## config.mk

```make
export PLATFORM = sky130hd
export DESIGN_NAME = mmc3_irq_unit
export DESIGN_NICKNAME = d
export VERILOG_FILES = /design/src/rtl/coolgirl_irq_pkg.sv /design/src/rtl/a12_filter.sv /design/src/rtl/mmc3_irq_unit.sv
export SDC_FILE = /design/constraint.sdc
export NUM_CORES = 1
export LEC_CHECK = 0
export ABC_AREA = 1
export ABC_CLOCK_PERIOD_IN_PS = 1900
export CORE_MARGIN = 8
export CORE_UTILIZATION = 46
export DETAILED_ROUTE_END_ITERATION = 16
export PLACE_DENSITY = 0.78
export SLEW_MARGIN = 20
export SYNTH_ARGS = -nofsm -noshare
export SYNTH_HDL_FRONTEND = slang
export SYNTH_SLANG_ARGS = --single-unit
```

## constraint.sdc

```tcl
create_clock -name m2 -period 1.9 [get_ports m2]
set_clock_uncertainty 0.1 [all_clocks]
set_input_delay 0.38 -clock m2 [delete_from_list [all_inputs] [get_ports m2]]
set_output_delay 0.38 -clock m2 [all_outputs]
set_load 0.005 [all_outputs]
```

## src/rtl/coolgirl_irq_pkg.sv

```systemverilog
// Shared constants for the MMC3-family scanline IRQ logic.
// Register selects are {A14, A13, A0} of the CPU address.
package coolgirl_irq_pkg;

  localparam logic [2:0] IRQ_LATCH   = 3'b100;
  localparam logic [2:0] IRQ_RELOAD  = 3'b101;
  localparam logic [2:0] IRQ_DISABLE = 3'b110;
  localparam logic [2:0] IRQ_ENABLE  = 3'b111;

  function automatic int low_cnt_w(input int low_min);
    return (low_min < 1) ? 1 : $clog2(low_min + 1);
  endfunction

endpackage

```

## src/rtl/a12_filter.sv

```systemverilog
// PPU A12 rise qualifier: synchronise to M2, demand a run of
// low samples, then flag one scanline clock per qualified rise.
module a12_filter
  import coolgirl_irq_pkg::*;
#(
  parameter int A12_LOW_MIN = 3
) (
  input  logic m2,
  input  logic rst_n,
  input  logic ppu_a12,
  output logic clk_ev
);

  localparam int W = low_cnt_w(A12_LOW_MIN);
  localparam logic [W-1:0] LOW_MAX = W'(A12_LOW_MIN);

  logic         sync1_q;
  logic         sync2_q;
  logic [W-1:0] low_cnt_q;
  logic [W-1:0] low_cnt_d;

  always_comb begin
    low_cnt_d = low_cnt_q;
    if (sync2_q)
      low_cnt_d = '0;
    else if (low_cnt_q != LOW_MAX)
      low_cnt_d = low_cnt_q + W'(1);
  end

  // Fires on the fall that first sees A12 high after a long low run.
  assign clk_ev = sync2_q && (low_cnt_q == LOW_MAX);

  always_ff @(negedge m2 or negedge rst_n) begin
    if (!rst_n) begin
      sync1_q   <= 1'b0;
      sync2_q   <= 1'b0;
      low_cnt_q <= '0;
    end else begin
      sync1_q   <= ppu_a12;
      sync2_q   <= sync1_q;
      low_cnt_q <= low_cnt_d;
    end
  end

endmodule

```

## src/rtl/mmc3_irq_unit.sv

```systemverilog
// MMC3 scanline IRQ: $C000-$FFFF decode, reload/down counter
// and the pending flag that drives the cartridge /IRQ line.
module mmc3_irq_unit
  import coolgirl_irq_pkg::*;
#(
  parameter int A12_LOW_MIN = 3,
  parameter bit REV_A       = 1'b0
) (
  input  logic        m2,
  input  logic        rst_n,
  input  logic        mapper_sel,
  input  logic        romsel,
  input  logic        cpu_rw_in,
  input  logic [14:0] cpu_addr_in,
  input  logic [7:0]  cpu_data_in,
  input  logic        ppu_a12,
  output logic        irq,
  output logic [7:0]  irq_counter
);

  logic       clk_ev;
  logic       wr;
  logic [2:0] reg_sel;
  logic       reg_wr;
  logic [7:0] next_cnt;
  logic       set_ok;
  logic       unused_addr;

  logic [7:0] latch_q, latch_d;
  logic [7:0] counter_q, counter_d;
  logic       reload_q, reload_d;
  logic       irq_en_q, irq_en_d;
  logic       pending_q, pending_d;

  a12_filter #(
    .A12_LOW_MIN(A12_LOW_MIN)
  ) u_a12_filter (
    .m2     (m2),
    .rst_n  (rst_n),
    .ppu_a12(ppu_a12),
    .clk_ev (clk_ev)
  );

  assign wr          = mapper_sel & ~romsel & ~cpu_rw_in;
  assign reg_sel     = {cpu_addr_in[14], cpu_addr_in[13], cpu_addr_in[0]};
  assign reg_wr      = wr & reg_sel[2];
  assign unused_addr = ^cpu_addr_in[12:1];

  assign next_cnt = (counter_q == 8'd0 || reload_q) ? latch_q
                                                    : counter_q - 8'd1;
  // Rev A stays quiet when a zero counter merely reloads zero.
  assign set_ok   = REV_A ? (counter_q != 8'd0 || reload_q) : 1'b1;

  always_comb begin
    latch_d   = latch_q;
    counter_d = counter_q;
    reload_d  = reload_q;
    irq_en_d  = irq_en_q;
    pending_d = pending_q;
    if (reg_wr) begin
      unique case (reg_sel)
        IRQ_LATCH:   latch_d = cpu_data_in;
        IRQ_RELOAD: begin
          counter_d = 8'd0;
          reload_d  = 1'b1;
        end
        IRQ_DISABLE: begin
          irq_en_d  = 1'b0;
          pending_d = 1'b0;
        end
        IRQ_ENABLE:  irq_en_d = 1'b1;
        default: ;
      endcase
    end else if (clk_ev) begin
      counter_d = next_cnt;
      reload_d  = 1'b0;
      if (next_cnt == 8'd0 && irq_en_q && set_ok)
        pending_d = 1'b1;
    end
  end

  always_ff @(negedge m2 or negedge rst_n) begin
    if (!rst_n) begin
      latch_q   <= 8'd0;
      counter_q <= 8'd0;
      reload_q  <= 1'b0;
      irq_en_q  <= 1'b0;
      pending_q <= 1'b0;
    end else begin
      latch_q   <= latch_d;
      counter_q <= counter_d;
      reload_q  <= reload_d;
      irq_en_q  <= irq_en_d;
      pending_q <= pending_d;
    end
  end

  assign irq         = ~(pending_q & mapper_sel);
  assign irq_counter = counter_q;

endmodule

```

==> out/qor.txt <==
Number of library cell types mapped by synthesis - 23
Placeable Area - 2710 sq um
Post-Synthesis Cells - 163
Largest net degree at the start of global routing - 24
CP top delay family - flip-flops
Placed cells - 241
N_diodes - 0
GPL Wtd Cong - 0.8872
Setup slack, reg-to-reg - -300 ps
Max_cap viols - 0
Max-slew violations - 0
Register area share after synthesis - 44.36%
Ratio of total power to cell area - 1237 nW/um^2
Async set or reset register ratio after synthesis - 100.0%
Number of global-route vias before repair - 1357
Rows - 19
Clock Latency Late Sink - 310 ps
Hpwl dp - 2.508 mm
Die W - 69.11 microns
IO Port Bufs - 25
First-pass GRT wire length - 6.175 mm
WS Path Type - flop to output port
Top cells by area, synth - dfrtn_1, nand2_1, inv_1
TritonRoute pass-1 iters - 4
Slowest cell on the critical path - dfrtn_1
DR top layer - met4
Initial DRC count - 112
Failing checks - negative setup slack
Worst Path Arrival - 1860 ps
Worst Tran Pin Value - 421.6 ps
Post-synth EDFFs - 0
Design Power - 2.438 mW
Worst setup path startpoint - pending_q
WL met3 - 177 microns
Worst reg2reg startpoint - irq_counter[1]
Antenna violations before repair - 0
WL met2 - 1.965 mm
DRC viols - 0
Count leader, synth - nand2_1
Die height - 69.11 microns
H-Tree Depth - 1
DR vias/cell - 5.137
CP max FO - 2
Syn_nets - 195
Leakage power - 1.025 nW
Die area - 4776 sq um
Clock Tree Root - clkbuf_4
CP max stage delay - 430 ps
Run status - complete, but fails checks
Slew margin rel. - 71.79%
Clock Sinks - 23
Avg Cell Area, Syn - 7.960 sq um
CP startpoint kind - flop
Final setup fails - 28
Layout cells sized above 1 - 39.56%
Synth warn - 0
RSZ-0062 raised after global routing - true
Setup WS post-layout - -436.9 ps
HP Class - flop to flop
Finished Layout Cells - 256
Dpl ws - -1179 ps
Layout fillers - 201
Yosys top cell by area - dfrtn_1
GRT Resource Usage Total - 14.93%
VDD IR max - 0.8285 mV
Total CTS buffers - 3
Critical-path cell list - nand2_1 > buf_2
Layout area overhead - 51.88%
Routed WL per cell - 14.25 microns
M1 wire length - 1.432 mm
Starting Density - 47.88%
Overflow after GRT - 0
Required time of the critical path - 1420 ps
I/O pins - 38
Post-Route WL - 3.649 mm
Detail Route Antenna Nets - 0
Nets - 258
#FFs+latches synth - 23
Reg clk slew, reported paths - 80 ps
CP bufs+invs - 1
HP Start - u_a12_filter.sync1_q
CTS tree - done
CP Capture Type - output port
Commonest cells in the netlist - nand2_1, inv_1, dfrtn_1
Post-synthesis cell area - 1297 sq um
Yosys top cell area share - 44.36%
Vias - 1315
Final Hold Vio Count - 0
Maximum clock path buffer count - 2
Synth Flop Type - dfrtn_1
[where the power goes]
group          internal [mW]  switching, mW  leakage, nW
combinational          0.690          0.829        0.728
clock                 0.0820          0.147       0.0150
sequential             0.623         0.0671        0.282
[layer usage]
| layer | track usage, % | vias to the layer above |
|---|---|---|
| met3 | 2.718 | 8 |
| met1 | 17.13 | 617 |
| met2 | 27.15 | 48 |
| li1 | - | 642 |
| met5 | 0 | - |
| met4 | 4.328 | 0 |
[logic make-up after synthesis]
logic type      count (synthesis)  synth area share, %
compound gates                 20                9.161
xor+xnor                        1               0.6751
fa+ha+maj                       3                2.893
buf+inv                        26                8.100
flops                          23                44.36
mux                             4                4.050
simple gates                   86                30.76
[flip-flops by register name, indices dropped and copies added, names as in the netlist]
name and flops:
u_a12_filter.sync2_q 1, u_a12_filter.sync1_q 1, pending_q 1, irq_counter 8, u_a12_filter.low_cnt_q 2, reload_q 1, latch_q 8, irq_en_q 1
[path summary, 6_finish.rpt]
check	endpoint	cells past startpoint
setup / recovery	irq	2
min in group asynchronous	latch_q[3]	2
hold reg to reg	u_a12_filter.sync2_q	0
max in group asynchronous	u_a12_filter.low_cnt_q[0]	2
setup reg to reg	pending_q	16
hold / removal	u_a12_filter.sync2_q	0
[through the flow]
step / utilization (%) / hold WS [ps] / TNS (ps) / area, sq um
floorplan: - / 191.7 / -8469 / 1305
global placement: 65.24 / 196.4 / -23630 / 1768
detailed placement: 65.24 / 207.9 / -24720 / 1768
CTS: 70.13 / 209.8 / -9213 / 1901
global route: 72.71 / 213.0 / -11190 / 1971
finish: 72.71 / 203.9 / -9851 / 1971
[cells in the final DEF, fill, tap and decap left out, types with 8 or more instances in the layout]
master,count
dfrtn_1,23
clkdlybuf4s50_1,10
nor2_1,8
nor2_4,11
nand3_1,8
buf_2,10
nand2_1,44
buf_4,28
inv_1,21
[layout make-up]
class	instances	area (sq um)	share of cell area [%]
well taps	31	38.79	1.968
multi-input cells	115	752.0	38.16
clock buffers	4	26.28	1.333
inverters	25	93.84	4.762
repair buffers	58	484.2	24.57
flip-flops and latches	23	575.6	29.21
[repair_timing]
item	4_1_cts	5_1_grt
endpoints found under the setup margin	28	28
resized for setup	83	12
endpoints found under the hold margin	0	0
hold buffers	0	0
gates cloned	1	0
pin swaps	9	9
setup buffers	6	4
Note: power is estimated with default switching activity, not from simulation.
